$ cat src/rtl/sdram_arbit_pkg.sv
// Shared definitions for the SDRAM controller slice.
// - State encoding of the bus arbiter.
// - SDRAM command constants {cs_n, ras_n, cas_n, we_n}.
// These are also used by the init, auto-refresh, write and read sub-controllers.
package sdram_arbit_pkg;

  // Arbiter states. Codes 5..7 are unused and recover to ST_IDLE.
  typedef enum logic [2:0] {
    ST_IDLE  = 3'd0,
    ST_ARBIT = 3'd1,
    ST_AREF  = 3'd2,
    ST_WRITE = 3'd3,
    ST_READ  = 3'd4
  } state_t;

  // SDRAM commands as {cs_n, ras_n, cas_n, we_n}.
  localparam logic [3:0] CMD_NOP      = 4'b0111;
  localparam logic [3:0] CMD_ACTIVE   = 4'b0011;
  localparam logic [3:0] CMD_READ     = 4'b0101;
  localparam logic [3:0] CMD_WRITE    = 4'b0100;
  localparam logic [3:0] CMD_B_STOP   = 4'b0110;
  localparam logic [3:0] CMD_P_CHARGE = 4'b0010;
  localparam logic [3:0] CMD_A_REF    = 4'b0001;

endpackage

$ cat src/rtl/sdram_arbit.sv
// sdram_arbit: shares the single SDRAM command/data bus among the init,
// auto-refresh, write and read sub-controllers.
//
// Behaviour summary:
// - Exactly one requester owns the pins at a time.
// - Its cmd/ba/addr are muxed combinationally from the registered state.
// - DQ is driven only while the write module owns the bus.
//
// Ports:
//   sys_clk, sys_rst_n          clock, asynchronous active-low reset
//   init_end, init_*            init done level, init-phase cmd/ba/addr
//   aref_req/aref_end, aref_*   refresh request level, done pulse, cmd/ba/addr
//   wr_req/wr_end, wr_*         write request level, done pulse, cmd/ba/addr,
//                               wr_sdram_en / wr_sdram_data DQ drive
//   rd_req/rd_end, rd_*         read request level, done pulse, cmd/ba/addr
//   aref_en, wr_en, rd_en       registered grants
//   sdram_*                     pad-side command, address and DQ drive
//   state_dbg                   current arbiter state, for observation
//
// Handshake: a sub-controller holds *_req as a level until it sees its *_en
// grant. It then owns the pins until it pulses *_end for one cycle. The grant
// drops on the edge that samples *_end. The arbiter always spends at least
// one NOP cycle in ARBIT before issuing the next grant.
module sdram_arbit
  import sdram_arbit_pkg::*;
#(
  parameter int         DATA_W = 32,
  parameter int         ADDR_W = 11,
  parameter int         BA_W   = 2,
  parameter logic [3:0] NOP    = CMD_NOP
) (
  input  logic              sys_clk,
  input  logic              sys_rst_n,
  input  logic              init_end,
  input  logic [3:0]        init_cmd,
  input  logic [BA_W-1:0]   init_ba,
  input  logic [ADDR_W-1:0] init_addr,
  input  logic              aref_req,
  input  logic              aref_end,
  input  logic [3:0]        aref_cmd,
  input  logic [BA_W-1:0]   aref_ba,
  input  logic [ADDR_W-1:0] aref_addr,
  input  logic              wr_req,
  input  logic              wr_end,
  input  logic [3:0]        wr_cmd,
  input  logic [BA_W-1:0]   wr_ba,
  input  logic [ADDR_W-1:0] wr_addr,
  input  logic              wr_sdram_en,
  input  logic [DATA_W-1:0] wr_sdram_data,
  input  logic              rd_req,
  input  logic              rd_end,
  input  logic [3:0]        rd_cmd,
  input  logic [BA_W-1:0]   rd_ba,
  input  logic [ADDR_W-1:0] rd_addr,
  output logic              aref_en,
  output logic              wr_en,
  output logic              rd_en,
  output logic              sdram_cke,
  output logic              sdram_cs_n,
  output logic              sdram_ras_n,
  output logic              sdram_cas_n,
  output logic              sdram_we_n,
  output logic [BA_W-1:0]   sdram_ba,
  output logic [ADDR_W-1:0] sdram_addr,
  output logic [DATA_W-1:0] sdram_dq_out,
  output logic              sdram_dq_oe,
  output state_t            state_dbg
);

  state_t      state, next_state;
  logic        last_wr;   // 1: the last completed burst was a write
  logic [3:0]  cmd;

  // State register. The grants are registered from next_state, so each
  // grant rises on the same edge that enters its state.
  always_ff @(posedge sys_clk or negedge sys_rst_n) begin
    if (!sys_rst_n) begin
      state   <= ST_IDLE;
      aref_en <= 1'b0;
      wr_en   <= 1'b0;
      rd_en   <= 1'b0;
      last_wr <= 1'b0;
    end else begin
      state   <= next_state;
      aref_en <= (next_state == ST_AREF);
      wr_en   <= (next_state == ST_WRITE);
      rd_en   <= (next_state == ST_READ);
      if (state == ST_WRITE && wr_end)
        last_wr <= 1'b1;
      else if (state == ST_READ && rd_end)
        last_wr <= 1'b0;
    end
  end

  // Next-state logic. Refresh has priority. A write/read tie alternates on
  // last_wr. An *_end pulse is only honoured in its owning state.
  always_comb begin
    next_state = state;
    case (state)
      ST_IDLE:  if (init_end) next_state = ST_ARBIT;
      ST_ARBIT: begin
        if (aref_req)              next_state = ST_AREF;
        else if (wr_req && rd_req) next_state = last_wr ? ST_READ : ST_WRITE;
        else if (wr_req)           next_state = ST_WRITE;
        else if (rd_req)           next_state = ST_READ;
      end
      ST_AREF:  if (aref_end) next_state = ST_ARBIT;
      ST_WRITE: if (wr_end)   next_state = ST_ARBIT;
      ST_READ:  if (rd_end)   next_state = ST_ARBIT;
      default:  next_state = ST_IDLE;
    endcase
  end

  // Pin mux, combinational from the registered state.
  always_comb begin
    cmd        = NOP;
    sdram_ba   = '1;
    sdram_addr = '1;
    case (state)
      ST_IDLE:  begin cmd = init_cmd; sdram_ba = init_ba; sdram_addr = init_addr; end
      ST_AREF:  begin cmd = aref_cmd; sdram_ba = aref_ba; sdram_addr = aref_addr; end
      ST_WRITE: begin cmd = wr_cmd;   sdram_ba = wr_ba;   sdram_addr = wr_addr;   end
      ST_READ:  begin cmd = rd_cmd;   sdram_ba = rd_ba;   sdram_addr = rd_addr;   end
      default:  ;
    endcase
  end

  assign {sdram_cs_n, sdram_ras_n, sdram_cas_n, sdram_we_n} = cmd;
  assign sdram_cke    = 1'b1;
  assign sdram_dq_oe  = (state == ST_WRITE) && wr_sdram_en;
  assign sdram_dq_out = sdram_dq_oe ? wr_sdram_data : '0;
  assign state_dbg    = state;

endmodule

$ cat config.mk
export PLATFORM = sky130hd
export DESIGN_NAME = sdram_arbit
export DESIGN_NICKNAME = d
export VERILOG_FILES = /design/src/rtl/sdram_arbit_pkg.sv /design/src/rtl/sdram_arbit.sv
export SDC_FILE = /design/constraint.sdc
export NUM_CORES = 1
export LEC_CHECK = 0
export ABC_AREA = 1
export BUFFER_PORTS_ARGS = -buffer_cell sky130_fd_sc_hd__buf_2
export CORE_MARGIN = 3
export CORE_UTILIZATION = 31
export DETAILED_ROUTE_END_ITERATION = 10
export PLACE_DENSITY = 0.86
export SYNTH_ARGS = -nofsm -noshare
export SYNTH_HDL_FRONTEND = slang
export SYNTH_SLANG_ARGS = --single-unit
$ cat constraint.sdc
create_clock -name sys_clk -period 1.5 [get_ports sys_clk]
set_clock_uncertainty 0.2 [all_clocks]
set_input_delay 0.15 -clock sys_clk [delete_from_list [all_inputs] [get_ports sys_clk]]
set_output_delay 0.15 -clock sys_clk [all_outputs]
set_load 0.01 [all_outputs]
## Word-level counts from Yosys, hierarchy flattened

Cells that the tools add are included.

- Add/subtract/negate cells: 0
- $mul: 0
- Div/mod/pow operators: 0
- $lt $le $gt $ge: 0
- Equal/unequal tests: 7
- Shift-type cells: 0
- Mux-type cells: 16
- Bitwise logic cells: 0
- Reduce and logical (&&, ||, !) cells: 6

Operators with widths:

| operator | count |
|---|---|
| $pmux 11 s4 | 1 |
| $mux 32 | 1 |
| $mux 3 | 9 |
| $pmux 4 s4 | 1 |
| $pmux 3 s5 | 1 |
| $eq 3x2->1 const B | 4 |
| $pmux 2 s4 | 1 |
| $eq 3x3->1 const B | 2 |
| $logic_and 1x1->1 | 4 |
| $eq 3x1->1 const B | 1 |
| $logic_not 3->1 | 1 |
| $mux 1 | 2 |
| $reduce_bool 2->1 | 1 |

- Register bits: 7
- Bits in latches: 0
- RAM bits: 0
- ROM bits: 0
- Bits of input ports: 110
- Logic and storage cells: 34
- Memories: 0

## Logic depth before layout (Yosys ltp)

- Depth after elaboration: 6
- Gate-level depth with buffers: 8
- Gate-level depth less buffers: 7

## Worst setup path after synthesis

Ideal clock, no wire load.

- Kind: flip-flop to output port
- Start point: register state[0] (netlist: state_dbg[0])
- End point: output port sdram_addr[4]
- Data arrival time: 1189 ps
- Data required time: 1150 ps
- Setup slack: -39 ps
- Stages on the path, launching flop included: 8
- Path buffers: 3
- Cell sequence: dfrtp_1 buf_4 nand2_1 nor2_2 buf_6 buf_6 a21oi_1 nand3_1

- Longest elaborated chain between the ends: 2
- Elaborated cells between the ends (all ways): 5

RTL lines:

| what | RTL line | RTL |
|---|---|---|
| from (decl) | sdram_arbit.sv:70 | `state_t state, next_state;` |
| from (signal assigned) | sdram_arbit.sv:84 | `state <= next_state;` |
| $eq 3x3->1, or another cell as far along | sdram_arbit.sv:119 | `case (state)` |
| $pmux 11 s4 (*) | sdram_arbit.sv:119 |  |
| to (decl) | sdram_arbit.sv:64 | `output logic [ADDR_W-1:0] sdram_addr,` |

Mark *: on every way between the ends. The rest lies on a longest branch, timed or not.

## Final worst setup path

- Start point: register state[1] (netlist: state_dbg[1])
- End point: output port sdram_ras_n

- Longest elaborated chain between the ends: 2
- Elaborated cells between the ends (all ways): 5

RTL lines:

| what | RTL line | RTL |
|---|---|---|
| $eq 3x3->1, or another cell as far along | sdram_arbit.sv:119 |  |
| $pmux 4 s4 (*) | sdram_arbit.sv:119 |  |
| to (decl) | sdram_arbit.sv:60 | `output logic sdram_ras_n,` |

Marks and branches as above.

==> impl_metrics.yaml <==
status:
  status: "finished with violations"
  violations: "negative setup slack"
timing:
  fin_crit_sh_pct: 127.5
  worst_slack_ns: -0.4120
  hold_viol: 0
  finalSetupViolations: 57
  final.setup.tns_ns: -16.48
  fin_crit_ns: 1.912
  fmax_ghz: 0.5230
  drv_slew: 0
  rsz0062_at_grt: "true"
yosys:
  ys_seq_area_share_pct: 14.37
  syn_inst: 236
  yosysWarnings: 0
  syn_nets: 346
  ys_ff_latch: 7
  avgSynthCellArea_um2: 5.164
  synthesis.area_mm2: 0.001219
  yosysUniqueCellTypes: 21
drt:
  wl_per_cell_um: 16.41
  ant_nets: 0
  wirelength_mm: 7.761
  drtIter0Drc: 108
  dr.pass1.iters: 4
  vias_per_cell: 5.002
  vias: 2366
  drcViolationCount: 0
die:
  die_area_mm2: 0.004720
  die_h_um: 68.70
  start_util_pct: 32.79
  rows: 22
  die_width_um: 68.70
  ios: 167
  core_area_mm2: 0.003716
setup_path:
  crit_path_cell_trace: "inv_2 > nand2_2 > nand2_4 > clkbuf_16 > nand2_2 > a21oi_2 > nand3_1 > buf_2"
  path_buf_inv: 3
  cp.required_ns: 1.15
  critPathLaunchType: "flop"
  slowest_stage: "dfrtp_2"
  path_class: "flop to primary output"
  cp.arrival_ns: 1.56
  slowest_delay_ns: 0.47
  cp_top_family: "flip-flops"
  critPathMostFrequentCell: "nand2_2"
  critPathCaptureType: "primary output"
  crit_path_max_fanout: 5
final_layout:
  nets: 536
  drive_gt1_share_pct: 67.29
  area_growth_pct: 151.3
  diodes: 0
  nFillCells: 220
global_route:
  grt_pass1_wl_mm: 8.459
  grt_pass1_vias: 1892
  antenna_found_initial: 0
  gr-total-overflow: 0
  grt_max_degree: 34
  grt.total_usage_pct: 23.66
power_and_ir_drop:
  p_leak_uw: 0.001711
  power_frac_clock_pct: 5.7
  combinationalPowerShare_pct: 86.7
  vdd_drop_max_mv: 1.347
  p_seq_share_pct: 7.6
  power_density_mw_per_mm2: 1538
  power_switching_uw: 2268
  internal_power_uw: 2443
  totalPowerFinal_uw: 4711
  switching_share_pct: 48.15
placement:
  port_buffers: 165
  dp_slack_ns: -0.1180
  dp_hpwl_mm: 4.638
  gp_congestion: 0.7976
cts:
  clkTransAtPathRegs_ns: 0.04
  clk_path_buf_depth: 2
  cts_made_buffers: 3
  tritoncts: "built"
  clock_latency_ns: 0.23
  ctsRootBufferMaster: "clkbuf_8"
  htreeDepth: 1
  cts_sinks: 7
job:
  max_cap_violations: 0
min_path:
  hold_path_class: "input pin to flop"
cells in the mapped netlist:
cell | n | area share (%)
nor2_2 | 2 | 1.0
nand2_2 | 2 | 1.0
buf_6 | 5 | 4.6
nor2_1 | 38 | 12
nand4_1 | 7 | 3.6
o21ai_1 | 1 | 0.41
a21oi_1 | 18 | 7.4
a21oi_2 | 1 | 0.72
conb_1 | 1 | 0.31
nand3_2 | 1 | 0.82
o31ai_1 | 2 | 1.2
nand2_1 | 59 | 18
dfrtp_1 | 7 | 14
a22o_1 | 1 | 0.72
inv_1 | 45 | 14
o21ai_0 | 2 | 0.82
buf_2 | 5 | 2.1
nand3_1 | 32 | 13
buf_4 | 4 | 2.5
inv_2 | 2 | 0.62
nor2_4 | 1 | 0.92
area by class of cell:
| class | instances | area [µm²] | area share (%) |
|---|---|---|---|
| repair buffers | 198 | 1434 | 46.81 |
| multi-input cells | 168 | 1152 | 37.62 |
| flip-flops and latches | 7 | 178.9 | 5.842 |
| repair inverters | 1 | 7.507 | 0.2451 |
| clock buffers | 3 | 41.29 | 1.348 |
| inverters | 47 | 183.9 | 6.005 |
| clock inverters | 1 | 5.005 | 0.1634 |
| well taps | 48 | 60.06 | 1.961 |
final timing paths:
path / slack (ns) / from / to / depth (start not counted)
hold reg to reg: 0.32 / last_wr / last_wr / 1
hold / removal: 0.07 / rd_req / state_dbg[0] / 4
max in group asynchronous: 0.85 / sys_rst_n / state_dbg[1] / 2
min in group asynchronous: 0.08 / sys_rst_n / wr_en / 2
setup reg to reg: -0.28 / state_dbg[1] / aref_en / 11
setup / recovery: -0.41 / state_dbg[1] / sdram_ras_n / 8
cell families (layout without fill, tap and decap cells):
| group | after synthesis | in the layout | synth area share, % |
|---|---|---|---|
| AOI/OAI and AO/OA | 25 | 25 | 11.29 |
| and+or+nand+nor | 142 | 142 | 50.41 |
| other | 1 | 1 | 0.3077 |
| DFF | 7 | 7 | 14.37 |
| buffers and inverters | 61 | 250 | 23.61 |
stage by stage:
step | hold WS, ns | instances | utilization (%) | instance area, µm²
floorplan | -0.3456 | 236 | - | 1285
global placement | -0.2144 | 450 | 59.26 | 2202
detailed placement | -0.2139 | 450 | 59.26 | 2202
CTS | 0.06519 | 464 | 66.53 | 2472
global route | 0.08794 | 473 | 82.42 | 3063
finish | 0.06602 | 473 | 82.42 | 3063
sequential cells by signal, indices dropped and copies added (netlist names):
register,flops
wr_en,1
last_wr,1
state_dbg,3
rd_en,1
aref_en,1
worst register-to-register path, cell delays in order (launching register included):
cell and delay (ns):
dfrtp_2 0.46, inv_2 0.06, buf_4 0.13, buf_6 0.10
buf_6 0.10, buf_6 0.10, buf_6 0.11, nor2_2 0.09
nand3_1 0.09, nand2_2 0.10, a21oi_4 0.05, nor2_1 0.11
timing repair:
action,4_1_cts,5_1_grt
pin swaps,5,16
setup buffers,6,6
hold buffers,3,0
hold endpoints to repair,10,0
endpoints found under the setup margin,50,57
cloned,1,5
resized for setup,37,111
layout by cell type (no fill, tap or decap):
master         instances
a21oi_4                1
inv_2                  6
nand2_8                1
buf_12                 3
nand3_1               24
a21oi_1                7
inv_6                  1
clkbuf_16              4
dfrtp_1                4
buf_2                133
conb_1                 1
nor2_2                 3
buf_4                 11
clkinv_2               1
dlygate4sd3_1          3
inv_1                 39
buf_6                 44
nand2_1               38
nor2_4                26
inv_4                  1
nand3_4                1
o21ai_0                2
clkbuf_8               3
clkinvlp_4             1
a21oi_2               11
a22o_1                 1
o31ai_4                1
nand2_4                5
nor2_1                12
o21ai_1                1
nand2_2               17
dfrtp_2                3
o31ai_2                1
nand4_1                7
nand3_2                8
power groups by stage:
stage | combinational (µW) | clock, µW | sequential [µW]
finish | 4080 | 270 | 359
global route | 4400 | 280 | 369
global placement | 2700 | 0 | 320
floorplan | 1740 | 0 | 338
detailed placement | 2740 | 0 | 325
CTS | 3290 | 267 | 354
metal layers:
metal / track usage, % / share of wire (%)
met1: 24.90 / 34
met2: 46.25 / 53
met3: 4.376 / 9.6
met4: 8.029 / 3.4
met5: 0 / 0
(Power assumes the default switching activity.)
